<file path="config.mk">
export PLATFORM = sky130hd
export DESIGN_NAME = comp_div_seq
export DESIGN_NICKNAME = d
export VERILOG_FILES = /design/src/rtl/comp_div_seq.sv
export SDC_FILE = /design/constraint.sdc
export NUM_CORES = 1
export LEC_CHECK = 0
export CORE_UTILIZATION = 40
export DETAILED_ROUTE_END_ITERATION = 6
export HOLD_SLACK_MARGIN = 0.08
export PLACE_DENSITY = 0.69
export SETUP_SLACK_MARGIN = 0.15
export SLEW_MARGIN = 20
export SYNTH_ARGS = -nofsm -noshare
export SYNTH_HDL_FRONTEND = slang
export SYNTH_SLANG_ARGS = --single-unit
</file>
<file path="constraint.sdc">
create_clock -name clk -period 5.5 [get_ports clk]
set_clock_uncertainty 0.15 [all_clocks]
set_input_delay 0.55 -clock clk [delete_from_list [all_inputs] [get_ports clk]]
set_output_delay 0.55 -clock clk [all_outputs]
set_load 0.05 [all_outputs]
</file>
<file path="src/rtl/comp_div_seq.sv">
// Sequential 8-bit restoring divider with registered dividend compensation flag.
// Define COMP_DIV_APPLY_EN to add the flag into the quotient (saturating at 255).
module comp_div_seq #(
  parameter int DW = 8
) (
  input  logic          clk,
  input  logic          rst,
  input  logic          in_valid,
  output logic          in_ready,
  input  logic [DW-1:0] dividend,
  input  logic [DW-1:0] divisor,
  output logic          out_valid,
  input  logic          out_ready,
  output logic [DW-1:0] quotient,
  output logic [DW-1:0] remainder,
  output logic          comp,
  output logic          div_zero
);

  typedef enum logic [1:0] {IDLE, RUN, DONE} state_t;

  state_t        state_q, state_d;
  logic [DW-1:0] dvd_q, dvd_d;     // dividend shifts out MSB-first, quotient bits shift in
  logic [DW-1:0] dvs_q, dvs_d;
  logic [DW-1:0] rem_q, rem_d;
  logic [2:0]    cnt_q, cnt_d;
  logic [DW-1:0] quo_q, quo_d;
  logic [DW-1:0] remo_q, remo_d;
  logic          comp_q, comp_d;
  logic          dz_q, dz_d;

  logic [DW:0]   trial;
  logic          qbit;
  logic [DW-1:0] rem_nxt;
  logic [DW-1:0] raw_q;

  function automatic logic comp_rule(input logic [7:0] d);
    if (d[7])      return d[3:0] >= 4'd9;
    else if (d[6]) return d[2:0] >= 3'd5;
    else if (d[5]) return d[1:0] == 2'b11;
    else           return 1'b0;
  endfunction

  // 9-bit partial remainder: a held remainder is always below the divisor,
  // so only the trial value needs the extra bit.
  assign trial   = {rem_q, dvd_q[DW-1]};
  assign qbit    = trial >= {1'b0, dvs_q};
  assign rem_nxt = qbit ? DW'(trial - {1'b0, dvs_q}) : trial[DW-1:0];
  assign raw_q   = {dvd_q[DW-2:0], qbit};

  assign in_ready  = (state_q == IDLE) && !rst;
  assign out_valid = (state_q == DONE);
  assign quotient  = quo_q;
  assign remainder = remo_q;
  assign comp      = comp_q;
  assign div_zero  = dz_q;

  always_comb begin
    state_d = state_q;
    dvd_d   = dvd_q;
    dvs_d   = dvs_q;
    rem_d   = rem_q;
    cnt_d   = cnt_q;
    quo_d   = quo_q;
    remo_d  = remo_q;
    comp_d  = comp_q;
    dz_d    = dz_q;
    case (state_q)
      IDLE: begin
        if (in_valid) begin
          dvd_d  = dividend;
          dvs_d  = divisor;
          comp_d = comp_rule(dividend);
          if (divisor == '0) begin
            quo_d   = '1;
            remo_d  = dividend;
            dz_d    = 1'b1;
            state_d = DONE;
          end else begin
            rem_d   = '0;
            cnt_d   = '0;
            dz_d    = 1'b0;
            state_d = RUN;
          end
        end
      end
      RUN: begin
        rem_d = rem_nxt;
        dvd_d = raw_q;
        cnt_d = cnt_q + 3'd1;
        if (cnt_q == 3'(DW-1)) begin
`ifdef COMP_DIV_APPLY_EN
          quo_d = (raw_q == '1) ? raw_q : raw_q + {{(DW-1){1'b0}}, comp_q};
`else
          quo_d = raw_q;
`endif
          remo_d  = rem_nxt;
          state_d = DONE;
        end
      end
      DONE: begin
        if (out_ready) state_d = IDLE;
      end
      default: state_d = IDLE;
    endcase
  end

  always_ff @(posedge clk) begin
    if (rst) begin
      state_q <= IDLE;
      dvd_q   <= '0;
      dvs_q   <= '0;
      rem_q   <= '0;
      cnt_q   <= '0;
      quo_q   <= '0;
      remo_q  <= '0;
      comp_q  <= 1'b0;
      dz_q    <= 1'b0;
    end else begin
      state_q <= state_d;
      dvd_q   <= dvd_d;
      dvs_q   <= dvs_d;
      rem_q   <= rem_d;
      cnt_q   <= cnt_d;
      quo_q   <= quo_d;
      remo_q  <= remo_d;
      comp_q  <= comp_d;
      dz_q    <= dz_d;
    end
  end

endmodule
</file>
# After elaboration in Yosys (flattened, before gate mapping)
# Index checks and enable logic that the tools add are counted.
[classes] addsub=2 magnitude_cmp=3 eq_ne=9 n_mux=26 reduce_logical=10
[op_table] operator="2-to-1 mux 8 bit" n=10
[op_table] operator="case mux 8 bit (2 select lines)" n=4
[op_table] operator="greater-or-equal comparator 9 x 8 -> 1 bit" n=1
[op_table] operator="logical NOT 8 bit" n=1
[op_table] operator="2-to-1 mux 2 bit" n=4
[op_table] operator="subtractor 8 bit" n=1
[op_table] operator="2-to-1 mux 3 bit" n=2
[op_table] operator="!= test 2 bit, second input constant" n=3
[op_table] operator="case mux 2 bit (3 select lines)" n=1
[op_table] operator="case mux 3 bit (2 select lines)" n=1
[op_table] operator="AND reduction 3 bit" n=2
[op_table] operator="== test 2 bit, second input constant" n=2
[op_table] operator="greater-or-equal comparator 4 bit, second input constant" n=1
[op_table] operator="2-to-1 mux 1 bit" n=4
[op_table] operator="!= test 2 x 1 -> 1 bit, second input constant" n=2
[op_table] operator="AND reduction 2 bit" n=2
[op_table] operator="AND reduction 4 bit" n=1
[op_table] operator="adder 3 x 1 -> 3 bit, second input constant" n=1
[op_table] operator="== test 3 bit, second input constant" n=1
[op_table] operator="greater-or-equal comparator 3 bit, second input constant" n=1
[op_table] operator="== test 2 x 1 -> 1 bit, second input constant" n=1
[op_table] operator="logical NOT 2 bit" n=1
[op_table] operator="nonzero test 2 bit" n=1
[op_table] operator="logical AND 1 bit" n=1
[op_table] operator="logical NOT 1 bit" n=1
[totals] register_bits=47 input_bits=20 wordCells=59

# Longest topological paths before layout
[logic_depth] ltp_word=4 depth_mapped=9

# Worst setup path before layout
# No wires, ideal clock.
[synth_timing] path_kind="input to output" start="input rst" end="output in_ready" arrival_time_ns=1.787 required_time_ns=4.800 slack_ns=3.013 cell_stages=2 cell_sequence="clkbuf_1 -> nor3_1"
[synth_via] elab_chain_cells=2
[synth_rtl] element="start, declared" line_no="7" source="input logic rst,"
[synth_rtl] element="logical NOT 1 bit" line_no="51" source="assign in_ready = (state_q == IDLE) && !rst;"
[synth_rtl] element="logical AND 1 bit" line_no="51"
[synth_rtl] element="end, declared" line_no="9" source="output logic in_ready,"
# No other way between the ends.

# Final worst setup path
[layout_timing] start="input divisor[4]" end="register quo_q[4], in the netlist quotient[4]"
[layout_via] elab_chain_cells=3
[layout_rtl] element="start, declared" line_no="11" source="input logic [DW-1:0] divisor,"
[layout_rtl] element="logical NOT 8 bit" line_no="74" source="if (divisor == '0) begin"
[layout_rtl] element="!= test 2 x 1 -> 1 bit (no source line)"
[layout_rtl] element="AND reduction 4 bit (no source line)"
[layout_rtl] element="end signal, assigned" line_no="125" source="quo_q <= quo_d;"
[layout_rtl] element="end, declared" line_no="27" source="logic [DW-1:0] quo_q, quo_d;"
# No other way between the ends.
# A chain may end at the register's enable or synchronous reset.

==> qor.yml <==
outcome:
  outcome: "complete, no violations"
logic_synthesis:
  synthArstFlopShare_pct: 0
  synth_top_area_share_pct: 40.1
  yosysTopAreaCell: "dfxtp_1"
  ys_ff_latch: 47
  seq_area_frac_synth_pct: 40.1
  synth_cell_types: 44
  yosys_warnings: 0
  synth_nets: 320
  synthTopCellsByArea: "dfxtp_1, nand2_1, a21oi_1, nor2_1, ha_1"
  netlist_area_sq_mm: 0.00235
  synth_edf_count: 0
  yosysMostFrequentCell: "dfxtp_1"
  synthesis.instances: 289
  yosys_most_used_dff: "dfxtp_1"
  synth_area_per_cell_sq_um: 8.12
  synth_common_cells: "dfxtp_1, nand2_1, nor2_1"
finish:
  fin_cells: 396
  antennaDiodeCount: 0
  postLayoutCellArea_sq_mm: 0.00292
  num-nets-final: 354
  drive_above_1_share_pct: 6.17
  syn_to_final_growth_pct: 24.3
  fillCellCount: 554
clock_tree:
  cts_buffer_depth: 2
  post_cts_buffers: 0
  cts_tree: "done"
  hold_buffers: 0
  root_buffer: "clkbuf_8"
  ctsResizeCount: 0
  clock_sinks: 47
  cts.htree.levels: 2
  insertion_delay_ns: 0.31
  cts.clk_slew.worst_paths_ns: 0.10
  cts_inserted_buffers: 5
drt:
  wl_per_cell_um: 14.3
  drtAntennaViolNets: 0
  via_per_inst: 5.47
  wl_met3_um: 289
  wl_mm: 5.67
  first_pass_iters: 4
  top_layer_used: "met4"
  vias: 2165
  drc: 0
  drtIter0Drc: 182
  dr_wl_met2_mm: 2.49
  wl_met1_mm: 2.78
place:
  place_inst: 388
  place.gp.congestion: 0.836
  placedInstanceArea_sq_mm: 0.00278
  port_buffers: 39
  dpl.hpwl_mm: 4.04
setup_path:
  crit_chain: "clkdlybuf4s50_1 > or4_4 > o41ai_2 > and2b_1 > buf_4 > nor2_1 > a211oi_1"
  slowest_delay_ns: 0.80
  crit_fanout: 29
  required_ns: 5.58
  worst-setup-path-type: "in2reg"
  cp-end-kind: "register"
  cpMaxStageDelayCell: "and2b_1"
  startpoint_type: "input pin"
  cp_data_arrival_time_ns: 3.19
hold_path:
  hold_class: "reg2reg"
sta:
  hold_violations: 0
  timing.hold.ws_ns: 0.310
  layout_min_cycle_time_ns: 3.12
  rsz0062_at_grt: "false"
  fin_tns_setup_ns: 0
  slew_headroom_pct: 36.4
  finalSetupViolCount: 0
  period_share_pct: 56.7
  worst-slew-pin-transition_ns: 0.955
  max_freq_ghz: 0.321
  slew_viol_final: 0
global_route:
  grt_max_degree: 50
  grt_overflow: 0
  grt_pass1_vias: 1940
  grt_pass1_wl_mm: 9.45
  grt_usage_pct: 19.5
  antenna_found_initial: 0
job:
  drv_cap: 0
power:
  vdd_drop_max_uv: 184
  fin_total_pwr_w: 0.00104
  power.density_mw_per_mm2: 356
  power_leakage_nw: 1.08
floorplanning:
  core_area_sq_mm: 0.00557
  fp.dieH_um: 78.6
  start_util_pct: 42.1
  die_x_um: 78.6
  rows: 27
  io_pins: 40
  die_area_sq_mm: 0.00618
-- report_power, final --
| part | internal, W | switching [W] | total (W) |
|---|---|---|---|
| Clock | 0.000185 | 0.000131 | 0.000315 |
| Combinational | 0.000125 | 0.000212 | 0.000338 |
| Sequential | 0.000364 | 0.0000206 | 0.000385 |
-- placed cells by master (no fill, tap or decap), drive strengths merged, types with 4 or more instances in the layout --
cell type / synthesis / routed
a211oi: 10 / 10
a21oi: 32 / 32
a22oi: 10 / 10
a311oi: 8 / 8
a31oi: 4 / 4
buf: 5 / 4
clkbuf: 11 / 5
clkdlybuf4s50: 0 / 39
dfxtp: 47 / 47
ha: 10 / 10
inv: 13 / 14
nand2: 44 / 44
nor2: 39 / 39
nor3: 7 / 7
o21ai: 8 / 8
or3: 5 / 5
-- cell families after synthesis --
logic type	synth area share [%]
fa+ha+maj	6.18
compound gates	25.5
xor+xnor	0.746
simple gates	21.9
buf+inv	5.54
flops	40.1
-- cell type report --
cell class	count	area, sq um	share of cell area [%]
inverters	13	48.8	1.67
flip-flops and latches	47	941	32.3
clock buffers	5	68.8	2.36
well taps	72	90.1	3.09
repair buffers	43	420	14.4
multi-input cells	213	1280	43.8
clock inverters	3	71.3	2.45
-- final timing paths --
check / startpoint / to / slack, ns / depth (start not counted)
worst min register to register: dvs_q[3] / dvs_q[3] / 0.31 / 2
worst max register to register: dvs_q[5] / remainder[4] / 2.90 / 8
worst max-delay path: divisor[4] / quotient[4] / 2.38 / 7
worst min-delay path: dvs_q[3] / dvs_q[3] / 0.31 / 2
-- state kept, by name (all words and copies together) (netlist names) --
| register | count |
|---|---|
| div_zero | 1 |
| comp | 1 |
| cnt_q | 3 |
| remainder | 8 |
| state_q | 2 |
| dvd_q | 8 |
| rem_q | 8 |
| dvs_q | 8 |
| quotient | 8 |
-- critical path, delay by kind of cell --
family | cells | cell delay [ns]
buffers and inverters | 2 | 0.70
AOI/OAI and AO/OA | 2 | 0.53
and+or+nand+nor | 3 | 1.40
-- layer usage --
layer  vias to the layer above  track usage (%)
met4                         0             7.04
met2                        52             29.1
met3                         8             5.00
met1                      1015             27.0
met5                         -                0
li1                       1090                -
-- per-stage QoR --
stage	util [%]	worst slack, ns
after floorplan	-	3.01
after global placement	49.8	2.18
after detailed placement	49.8	2.03
after CTS	52.3	2.36
after global routing	52.3	2.20
final	52.3	2.38
No activity file was read; power rests on OpenSTA's default activity.
